===== config.mk =====
export PLATFORM = sky130hd
export DESIGN_NAME = float_exp2_pipe
export DESIGN_NICKNAME = d
export VERILOG_FILES = /design/src/rtl/float_exp2_pipe.sv
export SDC_FILE = /design/constraint.sdc
export NUM_CORES = 1
export LEC_CHECK = 0
export CORE_ASPECT_RATIO = 0.6
export CORE_MARGIN = 10
export CORE_UTILIZATION = 45
export CTS_CLUSTER_DIAMETER = 150
export DETAILED_ROUTE_END_ITERATION = 10
export GPL_TIMING_DRIVEN = 0
export PLACE_DENSITY = 0.72
export RECOVER_POWER = 50
export SKIP_LAST_GASP = 1
export SYNTH_ARGS = -nofsm -noshare
export SYNTH_HDL_FRONTEND = slang
export SYNTH_SLANG_ARGS = --single-unit

===== constraint.sdc =====
create_clock -name clk -period 23.2 [get_ports clk]
set_input_delay 3.48 -clock clk [delete_from_list [all_inputs] [get_ports clk]]
set_output_delay 3.48 -clock clk [all_outputs]
set_load 0.01 [all_outputs]

===== src/rtl/float_exp2_pipe.sv =====
// Five-stage pipelined 2^x (optionally e^x) unit for a parametrised IEEE-like float.
// The fraction power uses a linearly interpolated table; specials bypass the datapath.
module float_exp2_pipe #(
    parameter int EXP_W    = 5,
    parameter int MAN_W    = 10,
    parameter int MODE_E   = 0,
    parameter int LUT_BITS = 6,
    parameter int TAG_W    = 4
) (
    input  logic                 clk,
    input  logic                 rst,
    input  logic                 in_valid,
    output logic                 in_ready,
    input  logic [EXP_W+MAN_W:0] a,
    input  logic [TAG_W-1:0]     in_tag,
    output logic                 out_valid,
    input  logic                 out_ready,
    output logic [EXP_W+MAN_W:0] c,
    output logic [TAG_W-1:0]     out_tag,
    output logic [2:0]           out_flags
);
    localparam int W     = 1 + EXP_W + MAN_W;
    localparam int BIAS  = (1 << (EXP_W - 1)) - 1;
    localparam int FRAC  = MAN_W + 3;
    localparam int GR    = FRAC - MAN_W;
    localparam int SIG_W = FRAC + 1;
    localparam int FX_W  = EXP_W + 1 + FRAC;
    localparam int UE_W  = EXP_W + 2;
    localparam int R_W   = FRAC - LUT_BITS;
    localparam int TW    = FRAC + 2;
    localparam int LUT_N = 1 << LUT_BITS;
    localparam int EX_W  = EXP_W + 3;
    localparam int P_W   = 2 * MAN_W + 5;

    localparam logic [W-1:0] INF  = {1'b0, {EXP_W{1'b1}}, {MAN_W{1'b0}}};
    localparam logic [W-1:0] QNAN = {1'b0, {EXP_W{1'b1}}, 1'b1, {(MAN_W-1){1'b0}}};
    localparam logic [W-1:0] ONE  = {2'b00, {(EXP_W-1){1'b1}}, {MAN_W{1'b0}}};
    localparam logic [W-1:0] ZERO = '0;
    localparam logic [SIG_W-1:0] LOG2E =
        SIG_W'($rtoi(1.4426950408889634 * (2.0 ** FRAC) + 0.5));

    logic adv;
    assign adv      = out_ready | ~out_valid;
    assign in_ready = adv;

    // S1: unpack, optional log2(e) prescale, resolve special operands
    logic             a_sign;
    logic [EXP_W-1:0] a_exp;
    logic [MAN_W-1:0] a_man;
    logic [P_W-1:0]   e_prod;
    logic [SIG_W-1:0] sig_c;
    logic [UE_W-1:0]  ue_c;
    logic             frc_c;
    logic [W-1:0]     fc_c;
    logic [2:0]       ff_c;

    assign {a_sign, a_exp, a_man} = a;
    assign e_prod = P_W'({1'b1, a_man}) * P_W'(LOG2E);

    always_comb begin
        sig_c = {1'b1, a_man, {GR{1'b0}}};
        ue_c  = UE_W'(a_exp) - UE_W'(BIAS);
        frc_c = 1'b1;
        fc_c  = ZERO;
        ff_c  = 3'b000;
        if (MODE_E != 0) begin
            if (e_prod[P_W-1]) begin
                sig_c = SIG_W'(e_prod >> (MAN_W + 1));
                ue_c  = ue_c + UE_W'(1);
            end else begin
                sig_c = SIG_W'(e_prod >> MAN_W);
            end
        end
        if (a_exp == '1) begin
            if (a_man != '0) begin
                fc_c = QNAN;
                ff_c = 3'b100;
            end else if (!a_sign) begin
                fc_c = INF;
            end
        end else if (a_exp == '0) begin
            fc_c = ONE;
        end else begin
            frc_c = 1'b0;
        end
    end

    logic             s1_v, s1_sign, s1_frc;
    logic [TAG_W-1:0] s1_tag;
    logic [UE_W-1:0]  s1_ue;
    logic [SIG_W-1:0] s1_sig;
    logic [W-1:0]     s1_fc;
    logic [2:0]       s1_ff;

    always_ff @(posedge clk) begin
        if (rst) begin
            s1_v <= 1'b0;
        end else if (adv) begin
            s1_v    <= in_valid;
            s1_tag  <= in_tag;
            s1_sign <= a_sign;
            s1_ue   <= ue_c;
            s1_sig  <= sig_c;
            s1_frc  <= frc_c;
            s1_fc   <= fc_c;
            s1_ff   <= ff_c;
        end
    end

    // S2: signed fixed point; magnitudes of 2^(EXP_W-1) or more saturate
    logic [UE_W-1:0] rsh;
    logic [FX_W-1:0] mag, x_c;
    logic            big;

    assign rsh = -s1_ue;
    assign big = !s1_ue[UE_W-1] && (s1_ue >= UE_W'(EXP_W - 1));
    assign mag = s1_ue[UE_W-1] ? (FX_W'(s1_sig) >> rsh) : (FX_W'(s1_sig) << s1_ue);
    assign x_c = s1_sign ? -mag : mag;

    logic             s2_v, s2_frc;
    logic [TAG_W-1:0] s2_tag;
    logic [FX_W-1:0]  s2_x;
    logic [W-1:0]     s2_fc;
    logic [2:0]       s2_ff;

    always_ff @(posedge clk) begin
        if (rst) begin
            s2_v <= 1'b0;
        end else if (adv) begin
            s2_v   <= s1_v;
            s2_tag <= s1_tag;
            s2_x   <= x_c;
            s2_frc <= s1_frc | big;
            if (s1_frc) begin
                s2_fc <= s1_fc;
                s2_ff <= s1_ff;
            end else if (s1_sign) begin
                s2_fc <= ZERO;
                s2_ff <= 3'b001;
            end else begin
                s2_fc <= INF;
                s2_ff <= 3'b010;
            end
        end
    end

    // S3: two's complement upper bits are already floor(x)
    logic             s3_v, s3_frc;
    logic [TAG_W-1:0] s3_tag;
    logic [EXP_W:0]   s3_n;
    logic [FRAC-1:0]  s3_f;
    logic [W-1:0]     s3_fc;
    logic [2:0]       s3_ff;

    always_ff @(posedge clk) begin
        if (rst) begin
            s3_v <= 1'b0;
        end else if (adv) begin
            s3_v   <= s2_v;
            s3_tag <= s2_tag;
            s3_n   <= s2_x[FX_W-1:FRAC];
            s3_f   <= s2_x[FRAC-1:0];
            s3_frc <= s2_frc;
            s3_fc  <= s2_fc;
            s3_ff  <= s2_ff;
        end
    end

    // S4: 2^f by table lookup plus linear interpolation on the low bits
    logic [TW-1:0] lut [0:LUT_N];
    for (genvar i = 0; i <= LUT_N; i++) begin : g_lut
        localparam real PV = 2.0 ** (real'(i) / real'(LUT_N));
        assign lut[i] = TW'($rtoi(PV * (2.0 ** FRAC) + 0.5));
    end

    logic [LUT_BITS-1:0] k;
    logic [R_W-1:0]      r;
    logic [LUT_BITS:0]   k_lo, k_hi;
    logic [TW-1:0]       t_lo, t_hi;
    logic [TW+R_W-1:0]   t_prod;

    assign {k, r}  = s3_f;
    assign k_lo    = {1'b0, k};
    assign k_hi    = k_lo + (LUT_BITS+1)'(1);
    assign t_lo    = lut[k_lo];
    assign t_hi    = lut[k_hi];
    assign t_prod  = (TW+R_W)'(t_hi - t_lo) * (TW+R_W)'(r);

    logic             s4_v, s4_frc;
    logic [TAG_W-1:0] s4_tag;
    logic [EXP_W:0]   s4_n;
    logic [FRAC-1:0]  s4_y;
    logic [W-1:0]     s4_fc;
    logic [2:0]       s4_ff;

    always_ff @(posedge clk) begin
        if (rst) begin
            s4_v <= 1'b0;
        end else if (adv) begin
            s4_v   <= s3_v;
            s4_tag <= s3_tag;
            s4_n   <= s3_n;
            s4_y   <= FRAC'(t_lo + TW'(t_prod >> R_W));
            s4_frc <= s3_frc;
            s4_fc  <= s3_fc;
            s4_ff  <= s3_ff;
        end
    end

    // S5: round to nearest-even, rebias, saturate the exponent range
    logic             rnd;
    logic [MAN_W:0]   man_r;
    logic [EX_W-1:0]  ex;
    logic [W-1:0]     c_nx;
    logic [2:0]       f_nx;

    assign rnd   = s4_y[GR-1] & ((|s4_y[GR-2:0]) | s4_y[GR]);
    assign man_r = {1'b0, s4_y[FRAC-1:GR]} + (MAN_W+1)'(rnd);
    assign ex    = {{2{s4_n[EXP_W]}}, s4_n} + EX_W'(BIAS) + EX_W'(man_r[MAN_W]);

    always_comb begin
        c_nx = {1'b0, ex[EXP_W-1:0], man_r[MAN_W-1:0]};
        f_nx = 3'b000;
        if (s4_frc) begin
            c_nx = s4_fc;
            f_nx = s4_ff;
        end else if (ex[EX_W-1] || ex == '0) begin
            c_nx = ZERO;
            f_nx = 3'b001;
        end else if (ex >= EX_W'((1 << EXP_W) - 1)) begin
            c_nx = INF;
            f_nx = 3'b010;
        end
    end

    always_ff @(posedge clk) begin
        if (rst) begin
            out_valid <= 1'b0;
            c         <= '0;
            out_tag   <= '0;
            out_flags <= '0;
        end else if (adv) begin
            out_valid <= s4_v;
            if (s4_v) begin
                c         <= c_nx;
                out_tag   <= s4_tag;
                out_flags <= f_nx;
            end
        end
    end

endmodule

==> out/results.tsv <==
stage	metric	value	unit
timing	hold_viol_final	0	
setup_path	critPathLaunch	s3_f[8]	
floorplan	chipWidth	244	um
yosys	number_of_flops_mapped_to_enable_cells_by_yosys	112	
drt	routed_wl	40.7	mm
yosys	yosysSeqAreaShare	28.9	%
drt	first_pass_iters	6	
yosys	cells_taking_the_most_area_after_synthesis	edfxtp_1 25%, fa_1 11%, ha_1 8.5%, nor2_1 4.2%, inv_1 4.0%	
grt	grt-ovfl-total	0	
timing	timing.slew.headroom	-28.0	%
grt	number_of_global_route_vias_before_repair	11218	
clock_tree	h-tree-depth	4	
setup_path	rr_startpoint	s3_f[8]	
timing	count_of_final_setup_violators	0	
drt	routedWlPerCell	20.3	um
timing	tightest_slew	1920	ps
setup_path	setup.worst_path.class	flip-flop to flip-flop	
placement	port_buffers	46	
drt	drtIter0Drc	1378	
floorplan	ios	49	
clock_tree	clock_latency	420	ps
floorplan	placeableCoreArea	0.0298	sq mm
timing	post_route_setup_tns	0	ps
yosys	postSynth.asyncResetShare	0	%
floorplan	initial_utilization	45.4	%
setup_path	cp.required	23360	ps
placement	placed_area	0.0146	sq mm
worst_hold_path	origin_of_the_worst_min_delay_path	s2_x[17]	
drt	via_count	11923	
setup_path	critPathSlowestCell	a21boi_0	
timing	grt_setup_unrepaired	no	
status	failed_checks	capacitance limit, slew limit	
drt	post-route-drc-count	0	
yosys	syn_area	0.0135	sq mm
yosys	postSynth.topFlopCell	edfxtp_1	
timing	timing_max_transition_violations_final	78	
clock_tree	cts_tree	yes	
setup_path	crit_fanout	10	
grt	gr_util_all_layers	21.3	%
clock_tree	clk_root_buffer_cell	clkbuf_16	
yosys	synth.ff_latch_count	139	
timing	setup_clock_skew_after_layout	8.78	ps
setup_path	setup.worst_path.end_class	flip-flop	
timing	timing.final.crit_period	12020	ps
floorplan	floorplan.rows	49	
placement	place.detailed.hpwl	32.6	mm
yosys	synthDominantAreaCellType	edfxtp_1	
setup_path	startpoint_type	flip-flop	
setup_path	delay_of_the_slowest_cell_on_the_worst_path	870	ps
status	outcome	finished with violations	
grt	number_of_antenna_violations_at_the_first_check_in_global_routing	0	
placement	placedCellCount	1972	
yosys	avg_inst_size_synth	8.93	sq um
layout	design_area	0.0151	sq mm
clock_tree	clkTransAtPathRegs	60	ps
clock_tree	clock-sinks	139	
yosys	synth_cell_type_count	81	
yosys	synth_top_area_share	24.9	%
layout	syn2layout_area_growth	11.5	%
yosys	netlist_instances	1515	
worst_hold_path	min-delay-path-class	flip-flop to flip-flop	
drt	detail-route-antenna-nets	0	
layout	stdcell_count	2004	
run	timing.max_cap.violations	3	
timing	hold_slack	415	ps
clock_tree	ctsHoldBuffers	0	
floorplan	die_y	154	um
layout	nets	1772	
layout	post_route_cells_drive_above_1_share	4.89	%
setup_path	worst_ep_arrival_time	12180	ps
floorplan	design.die.area	0.0376	sq mm
grt	grt_start_max_net_pins	36	
setup_path	crit_top_cell	ha_1	
yosys	mappedNetlistNets	1704	
grt	grt_pass1_wl	63.9	mm
timing	timing.fmax	83.2	MHz
clock_tree	maximum_clock_path_buffer_count	2	
yosys	synth.yosys.warnings	0	
clock_tree	post_cts_buffers	0	
layout	antennaDiodeCount	0	
drt	via_per_inst	5.95	
clock_tree	postCtsResizedCells	0	
timing	final.period_utilization	51.8	%
clock_tree	tritoncts.num_buffers	17	
placement	gp_congestion	0.991	
-- metal layers --
layer  global-route usage [%]  up-vias  part of all wire (%)
li1                         -     5461                     -
met1                     31.8     5798                    47
met2                     27.6      626                    38
met3                     9.13       38                    14
met4                     4.01        0                  0.92
met5                        0        -                     0
-- kinds of logic (layout without fill, tap and decap cells) --
family / Yosys count / in the layout / synth area share [%]
fa+ha+maj: 165 / 165 / 19.3
mux: 46 / 46 / 4.42
xor+xnor: 78 / 78 / 5.16
buf+inv: 235 / 316 / 6.75
other cells: 1 / 1 / 0.0277
simple gates: 488 / 488 / 17.7
flops: 139 / 139 / 28.9
compound gates: 363 / 363 / 17.8
-- cell usage after synthesis (8+ instances only) --
cell / n
xnor2_1: 54
a21o_1: 12
inv_1: 145
nand2_1: 116
a211oi_1: 33
clkbuf_1: 67
o211ai_1: 16
dfxtp_1: 27
o31ai_1: 11
nor2b_1: 23
nor2_1: 152
and2_1: 69
nand3_1: 22
xor2_1: 23
nand2b_1: 13
o311ai_0: 8
nor3_1: 34
a31oi_1: 14
and3_1: 9
ha_1: 92
fa_1: 73
a21oi_1: 100
mux2i_1: 26
mux2_2: 10
o21ai_0: 63
a311oi_1: 8
edfxtp_1: 112
o21a_1: 19
mux4_2: 10
a2bb2oi_1: 9
nor3b_1: 8
buf_1: 8
-- stage by stage --
step | setup slack (ps) | util, %
floorplan | 14050 | -
global placement | 11630 | 48.7
detailed placement | 11620 | 48.9
CTS | 11570 | 50.9
global route | 10660 | 50.6
finish | 11180 | 50.6
-- path summary, 6_finish.rpt --
kind	endpoint	slack, ps	depth (start not counted)
max	s4_y[12]	11180	39
min	s3_n[4]	420	0
max reg2reg	s4_y[12]	11180	39
min reg2reg	s3_n[4]	420	0
-- placed cells by master, fill, tap and decap left out, types with 26 or more instances in the layout --
cell type        synthesis  layout
clkdlybuf4s50_1          0      29
xnor2_1                 54      54
nand2_1                116     116
a211oi_1                33      33
nor2_1                 152     152
mux2i_1                 26      26
o21ai_0                 63      66
fa_1                    73      73
and2_1                  69      68
dfxtp_1                 27      27
nor3_1                  34      35
edfxtp_1               112     112
inv_1                  145     145
ha_1                    92      92
clkbuf_1                67      75
a21oi_1                100     100
-- sequential cells by signal, indices dropped and copies added, names as in the netlist, 6 cells and up --
name	flops
s1_ue	6
s2_x	19
s3_f	13
s3_n	6
s4_y	13
s4_n	6
s1_sig	10
c	15
-- critical path, delay by kind of cell (launching register included) --
kind                     cells  cell delay, ps
AND/OR/NAND/NOR              9            1790
AO/OA/AOI/OAI               12            3790
XOR/XNOR                     3             530
adder cells (fa/ha/maj)      9            3460
flip-flops                   1             550
buffers and inverters        6            1630
-- final cells by class --
cell class / count / area (sq um)
Clock inverter: 13 / 165
Timing Repair Buffer: 49 / 488
Inverter: 149 / 559
Sequential cell: 139 / 3900
Tap cell: 408 / 510
Buffer: 86 / 350
Fill cell: 2776 / 14700
Clock buffer: 19 / 433
Multi-Input combinational cell: 1141 / 8680
Power is left out: the tool's default activity adds up to more than one toggle a clock period on the data nets, which glitch-free logic cannot reach.
